### src/rtl/display_page_scheduler.sv
// display_page_scheduler
//   Round-robin time-sharing of the 4-digit seven-segment display between
//   up to four 16-bit requesters. The winner's value is snapshotted and held
//   on the digit outputs for pDwellCycles cycles, then the next requester in
//   round-robin order is granted. All outputs are registered.
module display_page_scheduler #(
    parameter int unsigned pDwellCycles = 512
) (
    input  logic        wNewClk,
    input  logic        iwnRst,
    input  logic [3:0]  iwReq,
    input  logic [63:0] iwData,
    input  logic        iwHold,
    output logic [3:0]  owAck,
    output logic [3:0]  owData0,
    output logic [3:0]  owData1,
    output logic [3:0]  owData2,
    output logic [3:0]  owData3,
    output logic [1:0]  owSrc,
    output logic        owActive
);

    localparam int unsigned    CW         = $clog2(pDwellCycles + 1);
    localparam logic [CW-1:0]  DWELL_LAST = CW'(pDwellCycles - 1);

    localparam logic IDLE = 1'b0;
    localparam logic SHOW = 1'b1;

    logic          state_q, state_d;
    logic [CW-1:0] cnt_q,   cnt_d;
    logic [1:0]    ptr_q,   ptr_d;
    logic [1:0]    src_q,   src_d;
    logic [15:0]   data_q,  data_d;
    logic [3:0]    ack_q,   ack_d;

    logic          win_vld;
    logic [1:0]    win_idx;
    logic [1:0]    cand;
    logic          grant;

    // Round-robin pick: first requesting source scanning upward from ptr_q.
    always_comb begin
        win_vld = 1'b0;
        win_idx = '0;
        cand    = '0;
        for (int unsigned k = 0; k < 4; k++) begin
            cand = ptr_q + 2'(k);
            if (!win_vld && iwReq[cand]) begin
                win_vld = 1'b1;
                win_idx = cand;
            end
        end
    end

    // Grant from IDLE, or back-to-back when the current dwell has expired.
    always_comb begin
        grant = !iwHold && win_vld && ((state_q == IDLE) || (cnt_q == '0));
    end

    // Next-state: snapshot on grant, otherwise count down or drain to IDLE.
    always_comb begin
        state_d = state_q;
        cnt_d   = cnt_q;
        ptr_d   = ptr_q;
        src_d   = src_q;
        data_d  = data_q;
        ack_d   = '0;
        if (grant) begin
            state_d        = SHOW;
            cnt_d          = DWELL_LAST;
            ptr_d          = win_idx + 2'd1;
            src_d          = win_idx;
            data_d         = iwData[{win_idx, 4'b0000} +: 16];
            ack_d[win_idx] = 1'b1;
        end else if (!iwHold && (state_q == SHOW)) begin
            if (cnt_q != '0) begin
                cnt_d = cnt_q - CW'(1);
            end else begin
                state_d = IDLE;
            end
        end
    end

    // State registers with asynchronous active-low reset.
    always_ff @(posedge wNewClk or negedge iwnRst) begin
        if (!iwnRst) begin
            state_q <= IDLE;
            cnt_q   <= '0;
            ptr_q   <= '0;
            src_q   <= '0;
            data_q  <= '0;
            ack_q   <= '0;
        end else begin
            state_q <= state_d;
            cnt_q   <= cnt_d;
            ptr_q   <= ptr_d;
            src_q   <= src_d;
            data_q  <= data_d;
            ack_q   <= ack_d;
        end
    end

    assign owAck    = ack_q;
    assign owSrc    = src_q;
    assign owActive = (state_q == SHOW);
    assign owData0  = data_q[3:0];
    assign owData1  = data_q[7:4];
    assign owData2  = data_q[11:8];
    assign owData3  = data_q[15:12];

endmodule
### config.mk
export PLATFORM = sky130hd
export DESIGN_NAME = display_page_scheduler
export DESIGN_NICKNAME = d
export VERILOG_FILES = /design/src/rtl/display_page_scheduler.sv
export SDC_FILE = /design/constraint.sdc
export NUM_CORES = 1
export LEC_CHECK = 0
export CAP_MARGIN = 20
export CORE_MARGIN = 4
export CORE_UTILIZATION = 40
export DETAILED_ROUTE_END_ITERATION = 10
export PLACE_DENSITY = 0.88
export REMOVE_ABC_BUFFERS = 1
export SLEW_MARGIN = 20
export SYNTH_ARGS = -nofsm -noshare
export SYNTH_HDL_FRONTEND = slang
export SYNTH_SLANG_ARGS = --single-unit
### constraint.sdc
create_clock -name wNewClk -period 3.8 [get_ports wNewClk]
set_input_delay 0.95 -clock wNewClk [delete_from_list [all_inputs] [get_ports wNewClk]]
set_output_delay 0.95 -clock wNewClk [all_outputs]
set_load 0.01 [all_outputs]
==> results.json, run 1 <==
{
  "post_synth_xor_area_fraction": 0.02588,
  "globalplace.congestion": 0.7890,
  "postRouteWirelength_um": 5627,
  "worst-path-stages": 7,
  "globalRouteOverflowTotal": 0,
  "yosysUniqueCellTypes": 42,
  "num_vias": 1827,
  "hold_path_class": "register to register",
  "timing.critical_path.from_type": "input pin",
  "postSynthAreaPerCell_um2": 10.69,
  "areaGrowthSynthToFinish_pct": 53.54,
  "ctsHoldBuffers": 0,
  "nFillCells": 417,
  "finalHoldViolCount": 0,
  "critPathBufInv": 2,
  "critical_path_endpoint": "data_q[15]",
  "crit_start": "iwReq[3]",
  "period_share": 0.7126,
  "path_delay_family": "buffers and inverters",
  "cts-buffers-inserted": 5,
  "synth.area.top_cells": "sky130_fd_sc_hd__dfrtp_1 (43%), sky130_fd_sc_hd__mux2i_1 (16%), sky130_fd_sc_hd__o221ai_2 (5.9%)",
  "antenna_found_initial": 0,
  "grt_max_degree": 36,
  "slew_headroom": 0.4676,
  "ant_nets": 0,
  "maximum_frequency_from_static_timing_analysis_mhz": 369.3,
  "dieHeight_um": 79.25,
  "first_global_vias": 1905,
  "synth.ff_latch_count": 35,
  "place.port_buffers": 93,
  "critical_path_arrival_ns": 2.85,
  "ys_dominant_reg_cell": "sky130_fd_sc_hd__dfrtp_1",
  "drt_iter0_drc": 86,
  "postCtsResizedCells": 0,
  "synth.cell_area_mm2": 0.002031,
  "syn-instance-count": 190,
  "timing.rr.end": "data_q[11]",
  "totalPowerFinal_uw": 1244,
  "vias_per_cell": 5.220,
  "netlist.area_leader.share": 0.4313,
  "fin_hold_ws_ns": 0.4871,
  "area_of_the_multi_input_gates_mm2": 0.001087,
  "critical_path.max_stage_delay_ns": 0.55,
  "global_route_wire_length_before_repair_um": 9073,
  "gr-usage-all-layers": 0.1860,
  "post-route-worst-setup-slack_ns": 1.092,
  "maxCapViolations": 0,
  "fin_setup_tns_ns": 0,
  "seqCellArea_um2": 875.8,
  "skew_ns": 0.003431,
  "yosysSeqAreaShare": 0.4313,
  "period_minus_slack_ns": 2.708,
  "cts.root.buffer_cell": "sky130_fd_sc_hd__clkbuf_8",
  "die_width_um": 79.25,
  "drt_pre_antenna_iters": 6,
  "drive_above_1_share": 0.08834,
  "antenna_cells_inserted": 0,
  "rsz0062_at_grt": "false",
  "leakagePower_uw": 0.001336,
  "required_time_of_the_worst_setup_path_ns": 3.94,
  "cpMaxStageDelayCell": "sky130_fd_sc_hd__clkdlybuf4s50_1",
  "layout.nets": 359,
  "worstSkewPairLatency_ns": 0.29,
  "r2r.worst_path.cells": 7,
  "path_cells": "clkdlybuf4s50_1, and3b_1, o21a_1, a211oi_4, buf_12, mux2i_1, o221ai_1",
  "vdd.ir_drop.worst_uv": 172.9,
  "critPathMaxFanout": 35,
  "path_clk_slew_ns": 0.07,
  "postLayoutCoreUtil": 0.6473,
  "worst_pin_slew_ns": 0.7986,
  "ctsHtreeMaxLevel": 2,
  "initial_core_util": 0.4216,
  "wire_per_inst_um": 16.08,
  "cts_tree": "yes",
  "critical_setup_path_class": "input pin to register",
  "yosys.area_share.adder": 0.03081,
  "timing.rr.start": "cnt_q[0]",
  "num_io_pins": 94,
  "pre_cts_ws_ns": 0.7866,
  "coreArea_mm2": 0.004817,
  "synth_edf_count": 0,
  "dpl.hpwl_um": 4249,
  "async_reset_ff_frac": 1.000,
  "setup.worst_path.end_class": "register",
  "pwr_density_cell_mw_per_mm2": 399.0,
  "fraction_of_the_mapped_netlist_area_in_simple_logic_gates": 0.1516,
  "cts.repair_timing.setup_buffer_count": 0,
  "cts_sink_cnt": 35,
  "maxSlewViolCount": 0,
  "synth_top_family_by_area": "multiplexers",
  "synth_compound_area_frac": 0.1583,
  "num_rows": 25,
  "report.final.setup_viol": 0,
  "outcome": "complete, no violations",
  "clock_path_buffers": 2,
  "design.die.area_mm2": 0.006281,
  "synth_top_cell_by_area": "sky130_fd_sc_hd__dfrtp_1",
  "post-route-drc-count": 0,
  "ys_warn_count": 0,
  "regToRegSetupSlack_ns": 1.25,
  "muxShareOfSynthArea": 0.1627
}
## worst register-to-register path: cells and delay by family (launching register included)
family / cells / cell delay [ns]
flip-flops: 1 / 0.41
buffers and inverters: 1 / 0.08
AND/OR/NAND/NOR: 3 / 1.19
AO/OA/AOI/OAI: 2 / 0.59
adder cells (fa/ha/maj): 1 / 0.19
## cell usage after synthesis (2+ instances only)
| cell type | number |
|---|---|
| sky130_fd_sc_hd__a21o_1 | 2 |
| sky130_fd_sc_hd__nor2b_1 | 2 |
| sky130_fd_sc_hd__o221ai_2 | 8 |
| sky130_fd_sc_hd__and2_1 | 4 |
| sky130_fd_sc_hd__inv_1 | 6 |
| sky130_fd_sc_hd__xnor2_1 | 2 |
| sky130_fd_sc_hd__dfrtp_1 | 35 |
| sky130_fd_sc_hd__nand2_1 | 29 |
| sky130_fd_sc_hd__o21ai_0 | 5 |
| sky130_fd_sc_hd__and3_1 | 2 |
| sky130_fd_sc_hd__buf_2 | 4 |
| sky130_fd_sc_hd__nand3_1 | 2 |
| sky130_fd_sc_hd__ha_1 | 5 |
| sky130_fd_sc_hd__o221ai_1 | 8 |
| sky130_fd_sc_hd__clkbuf_1 | 4 |
| sky130_fd_sc_hd__xor2_1 | 4 |
| sky130_fd_sc_hd__mux2i_1 | 33 |
| sky130_fd_sc_hd__a21oi_1 | 4 |
| sky130_fd_sc_hd__nor2_1 | 7 |
| sky130_fd_sc_hd__buf_6 | 2 |
## layout make-up
class	count	share of cell area
multi-input cells	139	0.3487
repair buffers	96	0.3082
well taps	67	0.02689
inverters	6	0.007223
clock buffers	6	0.02648
clock inverters	1	0.001605
flip-flops and latches	35	0.2809
## metal layers
metal  share of wire  wire, µm  GRT usage  vias up
met5               0         0          0        -
met4           0.015        84    0.06186        0
met3           0.081       457    0.06236        9
met2            0.52      2932     0.3325       74
met1            0.38      2152     0.2057      868
li1                -         -          -      876
## sequential cells by signal, summed over array words and instances (netlist names)
signal / cells
ptr_q: 2
owSrc: 2
data_q: 16
cnt_q: 10
owAck: 4
owActive: 1
## report_power, final
| part | leakage, µW | internal (µW) | switching, µW |
|---|---|---|---|
| sequential | 0.000428 | 454 | 71.8 |
| combinational | 0.000861 | 256 | 187 |
| clock | 0.0000470 | 142 | 133 |
| total | 0.00134 | 852 | 392 |
## cell usage in the layout, fill, tap and decap left out, types with 2 or more instances in the layout
master                            instances
sky130_fd_sc_hd__and3_1                   2
sky130_fd_sc_hd__o221ai_1                 8
sky130_fd_sc_hd__a21o_1                   2
sky130_fd_sc_hd__and2_1                   4
sky130_fd_sc_hd__dfrtp_1                 35
sky130_fd_sc_hd__ha_1                     5
sky130_fd_sc_hd__nand2_1                 29
sky130_fd_sc_hd__xor2_1                   4
sky130_fd_sc_hd__inv_1                    6
sky130_fd_sc_hd__xnor2_1                  2
sky130_fd_sc_hd__nand3_1                  2
sky130_fd_sc_hd__buf_4                    2
sky130_fd_sc_hd__o21ai_0                  5
sky130_fd_sc_hd__nor2b_1                  2
sky130_fd_sc_hd__nor2_1                   7
sky130_fd_sc_hd__mux2i_1                 33
sky130_fd_sc_hd__clkbuf_8                 6
sky130_fd_sc_hd__o221ai_2                 8
sky130_fd_sc_hd__a21oi_1                  4
sky130_fd_sc_hd__clkdlybuf4s50_1         92
## cell families after synthesis
| group | count (synthesis) |
|---|---|
| AOI/OAI and AO/OA | 35 |
| buffers and inverters | 16 |
| adders and majority gates | 5 |
| muxes | 33 |
| xor gates and xnor gates | 6 |
| and+or+nand+nor | 60 |
| DFF | 35 |
## per-stage QoR
step           cells  instance area (µm²)
3_3_place_gp     343                 3030
2_1_floorplan    180                 1973
5_1_grt          350                 3118
4_1_cts          350                 3118
3_5_place_dp     343                 3030
6_report         350                 3118
## worst min path at each step
stage | startpoint | to | slack [ns] | depth (start not counted)
final | owSrc[0] | owSrc[0] | 0.49 | 2
after global routing | data_q[0] | data_q[0] | 0.52 | 2
after CTS | owSrc[0] | owSrc[0] | 0.49 | 2
after detailed placement | data_q[13] | data_q[13] | 0.48 | 2
after global placement | owSrc[0] | owSrc[0] | 0.47 | 2
after floorplan | cnt_q[0] | cnt_q[0] | 0.46 | 1
No activity file was read; power rests on OpenSTA's default activity.
==> inputs of run 2 (changes only) <==
clock period = 2.5 ns   (was 3.8 ns; I/O delays follow)
==> run 2 against run 1 <==
  * Clock skew is 0.0057 ns higher
  * Non-clock buffer count is 4 higher
  * Cell count is 1.4% higher
  * Sequential share of layout area is 0.91 points lower
  * Largest cell class unchanged
==> results.json, run 2 (same netlist as run 1, synthesis figures left out) <==
{
  "regToRegSetupSlack_ns": 0.14,
  "initial_core_util": 0.4216,
  "path_cells": "clkdlybuf4s50_1, and3b_1, o21a_1, a211oi_4, buf_12, mux2i_1, o221ai_2",
  "setup.worst_path.end_class": "register",
  "drt_iter0_drc": 75,
  "finalHoldViolCount": 0,
  "clock_path_buffers": 2,
  "most_common_library_cell_in_the_layout_ignoring_fill_and_taps": "sky130_fd_sc_hd__clkdlybuf4s50_1",
  "leakagePower_uw": 0.001375,
  "first_global_vias": 1876,
  "design.die.area_mm2": 0.006281,
  "dpl.hpwl_um": 4191,
  "worstSkewPairLatency_ns": 0.29,
  "layout.nets": 363,
  "r2r.worst_path.cells": 8,
  "path_clk_slew_ns": 0.08,
  "pre_cts_ws_ns": -0.1958,
  "num_vias": 1845,
  "num_io_pins": 94,
  "globalplace.congestion": 0.7464,
  "postRouteWirelength_um": 5766,
  "cts_sink_cnt": 35,
  "place_area_mm2": 0.003065,
  "critical_setup_path_class": "input pin to register",
  "grt_max_degree": 36,
  "post-route-drc-count": 0,
  "cpMaxStageDelayCell": "sky130_fd_sc_hd__clkdlybuf4s50_1",
  "drt_pre_antenna_iters": 4,
  "skew_ns": 0.009129,
  "nFillCells": 392,
  "timing.critical_path.from_type": "input pin",
  "required_time_of_the_worst_setup_path_ns": 2.67,
  "totalPowerFinal_uw": 2018,
  "cts.repair_timing.setup_buffer_count": 0,
  "fin_setup_tns_ns": 0,
  "critical_path.max_stage_delay_ns": 0.54,
  "pwr_density_cell_mw_per_mm2": 626.5,
  "cts-buffers-inserted": 5,
  "slew_headroom": 0.4740,
  "maxSlewViolCount": 0,
  "period_minus_slack_ns": 2.374,
  "ctsHtreeMaxLevel": 2,
  "global_route_wire_length_before_repair_um": 8894,
  "antenna_found_initial": 0,
  "coreArea_mm2": 0.004817,
  "dieHeight_um": 79.25,
  "worst_pin_slew_ns": 0.7890,
  "design_area_mm2": 0.003222,
  "post-route-worst-setup-slack_ns": 0.1261,
  "wire_per_inst_um": 16.24,
  "areaGrowthSynthToFinish_pct": 58.66,
  "largest_register": "data_q",
  "die_width_um": 79.25,
  "globalRouteOverflowTotal": 0,
  "drive_above_1_share": 0.1111,
  "hold_path_class": "input pin to asynchronous set/reset pin",
  "num_rows": 25,
  "cts_tree": "yes",
  "vdd.ir_drop.worst_uv": 359.2,
  "largest_register_ffs": 16,
  "period_share": 0.9496,
  "report.final.setup_viol": 0,
  "vias_per_cell": 5.197,
  "antenna_cells_inserted": 0,
  "outcome": "complete, no violations",
  "commonest_cells_after_routing_fill_and_taps_aside": "sky130_fd_sc_hd__clkdlybuf4s50_1 (92), sky130_fd_sc_hd__dfrtp_1 (35), sky130_fd_sc_hd__mux2i_1 (33), sky130_fd_sc_hd__nand2_1 (29), sky130_fd_sc_hd__o221ai_2 (9)",
  "cts.root.buffer_cell": "sky130_fd_sc_hd__clkbuf_8",
  "area_of_the_multi_input_gates_mm2": 0.001106,
  "ant_nets": 0,
  "maximum_frequency_from_static_timing_analysis_mhz": 421.2,
  "timing.rr.start": "cnt_q[0]",
  "place.port_buffers": 93,
  "maxCapViolations": 0,
  "seqCellArea_um2": 875.8,
  "gr-usage-all-layers": 0.1818,
  "timing.rr.end": "data_q[13]",
  "critical_path_arrival_ns": 2.54,
  "critPathMaxFanout": 18
}
-- run 2: metal layers --
layer  global-route usage  up-vias  routed length, µm
met5                    0        -                  0
met4              0.05498        0                 79
met3              0.06803        7                484
met2               0.3173       64               2991
met1               0.2056      895               2211
li1                     -      879                  -
-- run 2: worst max-delay path by stage --
stage | startpoint | to | slack (ns) | cells past startpoint
after CTS | iwReq[3] | data_q[12] | 0.08 | 7
after floorplan | iwReq[3] | owAck[0] | -3.05 | 6
after global placement | iwReq[3] | owAck[0] | -0.1 | 8
after detailed placement | iwReq[3] | owAck[1] | -0.20 | 8
after global routing | cnt_q[0] | data_q[11] | -0.002 | 8
final | iwReq[3] | data_q[12] | 0.13 | 7
-- run 2: through the flow --
step / instances / util / hold slack (ns)
after global routing: 355 / 0.6688 / 0.4704
after global placement: 346 / 0.6364 / 0.4730
after detailed placement: 346 / 0.6364 / 0.4746
after floorplan: 180 / - / 0.3294
after CTS: 354 / 0.6597 / 0.4339
final: 355 / 0.6688 / 0.4064
-- run 2: cell type report --
cell class / instances / area share
multi-input cells: 139 / 0.3433
clock buffers: 5 / 0.02136
repair buffers: 100 / 0.3169
clock inverters: 3 / 0.01359
well taps: 67 / 0.02602
flip-flops and latches: 35 / 0.2718
inverters: 6 / 0.006990
-- run 2: timing repair --
item                                    in CTS  in global routing
gates resized for setup                      0                  3
endpoints found under the setup margin       0                  3
hold buffers                                 0                  0
-- run 2: power breakdown --
| group | switching, µW | total, µW | internal (µW) |
|---|---|---|---|
| registers | 111 | 800 | 689 |
| clock network | 220 | 517 | 297 |
| logic | 297 | 701 | 405 |
-- run 2: worst max-delay path, delay by kind of cell --
kind | cells | cell delay (ns)
compound gates | 3 | 0.65
simple gates | 1 | 0.19
buf+inv | 2 | 0.76
mux | 1 | 0.30
==> inputs of run 3 (changes only) <==
CORE_MARGIN = default   (was 4)
==> run 3 against run 2 <==
  * Highest routed layer unchanged
  * Largest cell class unchanged
  * First-iteration DRC count is 24% higher
  * Clock skew decreased by 0.0033 ns
  * Non-clock buffer count increased by 3
  * Register-to-register slack hardly changed
==> results.json, run 3 (same netlist as run 1, synthesis figures left out) <==
{
  "place.detailed.instances": 346,
  "largest_register_ffs": 16,
  "die_width_um": 73.25,
  "postRouteWirelength_um": 5236,
  "maximum_frequency_from_static_timing_analysis_mhz": 422.9,
  "num_rows": 25,
  "place_area_mm2": 0.003065,
  "critPathMaxFanout": 8,
  "outcome": "complete, no violations",
  "areaGrowthSynthToFinish_pct": 56.44,
  "vias_per_cell": 5.087,
  "p_switching_uw": 582.3,
  "place.port_buffers": 93,
  "pre_cts_ws_ns": -0.08805,
  "clock_path_buffers": 2,
  "internal-power_uw": 1274,
  "final-instance-count-excl-fill": 358,
  "gr-usage-all-layers": 0.2131,
  "drt_pre_antenna_iters": 4,
  "largest_register": "data_q",
  "p_clk_frac": 0.212,
  "ctsHtreeMaxLevel": 2,
  "wire_per_inst_um": 14.63,
  "nFillCells": 407,
  "worstSkewPairLatency_ns": 0.29,
  "cts.root.buffer_cell": "sky130_fd_sc_hd__clkbuf_8",
  "cts_tree": "yes",
  "first_global_vias": 1851,
  "global_route_wire_length_before_repair_um": 8625,
  "critical_path_arrival_ns": 2.57,
  "timing.rr.start": "cnt_q[0]",
  "area_of_the_multi_input_gates_mm2": 0.001087,
  "required_time_of_the_worst_setup_path_ns": 2.70,
  "seqCellArea_um2": 875.8,
  "design_area_mm2": 0.003177,
  "maxSlewViolCount": 0,
  "num_io_pins": 94,
  "drt_iter0_drc": 93,
  "postCtsResizedCells": 0,
  "critical_setup_path_class": "register to register",
  "post-route-worst-setup-slack_ns": 0.1354,
  "period_share": 0.9458,
  "timing.critical_path.from_type": "register",
  "cts_sink_cnt": 35,
  "crit_start": "cnt_q[0]",
  "num_vias": 1821,
  "layout.nets": 366,
  "cts-buffers-inserted": 5,
  "finalHoldViolCount": 0,
  "globalRouteOverflowTotal": 0,
  "drive_above_1_share": 0.1065,
  "leakagePower_uw": 0.001373,
  "pwr_density_cell_mw_per_mm2": 584.5,
  "hold_path_class": "input pin to asynchronous set/reset pin",
  "vdd.ir_drop.worst_uv": 334.7,
  "coreArea_mm2": 0.004817,
  "slew_headroom": 0.4759,
  "switching_share": 0.3136,
  "design.die.area_mm2": 0.005366,
  "post-route-drc-count": 0,
  "globalplace.congestion": 0.7674,
  "postLayoutCoreUtil": 0.6595,
  "dpl.hpwl_um": 3812,
  "dieHeight_um": 73.25,
  "comb_power_share": 0.359,
  "pwr-share-seq": 0.429,
  "maxCapViolations": 0,
  "most_common_library_cell_in_the_layout_ignoring_fill_and_taps": "sky130_fd_sc_hd__clkdlybuf4s50_1",
  "path_clk_slew_ns": 0.07,
  "worst_pin_slew_ns": 0.7862,
  "fin_setup_tns_ns": 0,
  "antenna_cells_inserted": 0,
  "initial_core_util": 0.4216,
  "commonest_cells_after_routing_fill_and_taps_aside": "sky130_fd_sc_hd__clkdlybuf4s50_1 (92), sky130_fd_sc_hd__dfrtp_1 (35), sky130_fd_sc_hd__mux2i_1 (33), sky130_fd_sc_hd__nand2_1 (29)",
  "antenna_found_initial": 0,
  "setup.worst_path.end_class": "register",
  "ant_nets": 0,
  "skew_ns": 0.005877,
  "period_minus_slack_ns": 2.365,
  "grt_max_degree": 36,
  "report.final.setup_viol": 0,
  "rsz0062_at_grt": "false"
}
[run 3: cell type report]
cell class,count,share of cell area
Inverter,6,0.007089
Multi-Input combinational cell,139,0.3423
Clock buffer,7,0.02403
Clock inverter,1,0.001575
Timing Repair Buffer,103,0.3230
Sequential cell,35,0.2757
Tap cell,67,0.02639
[run 3: power by group through the flow]
stage	Clock (µW)	Sequential, µW	Combinational [µW]
6_report	393	797	667
5_1_grt	430	816	736
4_1_cts	403	795	674
3_5_place_dp	0	802	669
3_3_place_gp	0	800	652
2_1_floorplan	0	812	343
[run 3: worst max-delay path, stage by stage, from the launching register on]
cell and delay, ns:
sky130_fd_sc_hd__dfrtp_1 0.41, sky130_fd_sc_hd__inv_1 0.07, sky130_fd_sc_hd__ha_1 0.19, sky130_fd_sc_hd__or4b_1 0.50, sky130_fd_sc_hd__or3_4 0.38, sky130_fd_sc_hd__a21oi_4 0.25, sky130_fd_sc_hd__nand2_2 0.13, sky130_fd_sc_hd__buf_4 0.19
sky130_fd_sc_hd__o221ai_1 0.16
[run 3: stage by stage]
step           hold slack, ns  total power, µW
2_1_floorplan          0.3294             1155
3_3_place_gp           0.4643             1452
3_5_place_dp           0.4668             1472
4_1_cts                0.4364             1873
5_1_grt                0.4670             1982
6_report               0.4152             1857
[run 3: worst paths after layout]
check,cells past startpoint,end,slack (ns)
min in group wNewClk,2,owSrc[0],0.48
hold reg to reg,2,owSrc[0],0.48
max in group asynchronous,1,owAck[0],1.59
setup / recovery,8,data_q[1],0.14
setup reg to reg,8,data_q[1],0.14
hold / removal,1,owActive,0.42
[run 3: what timing repair did]
action,4_1_cts,5_1_grt
hold buffers,0,0
setup endpoints to repair,0,17
setup buffers,0,4
[run 3: metal layers]
layer,vias up,global-route usage,part of all wire
met5,-,0,0
li1,888,-,-
met3,10,0.07133,0.063
met1,852,0.2581,0.42
met2,71,0.3508,0.49
met4,0,0.08061,0.023
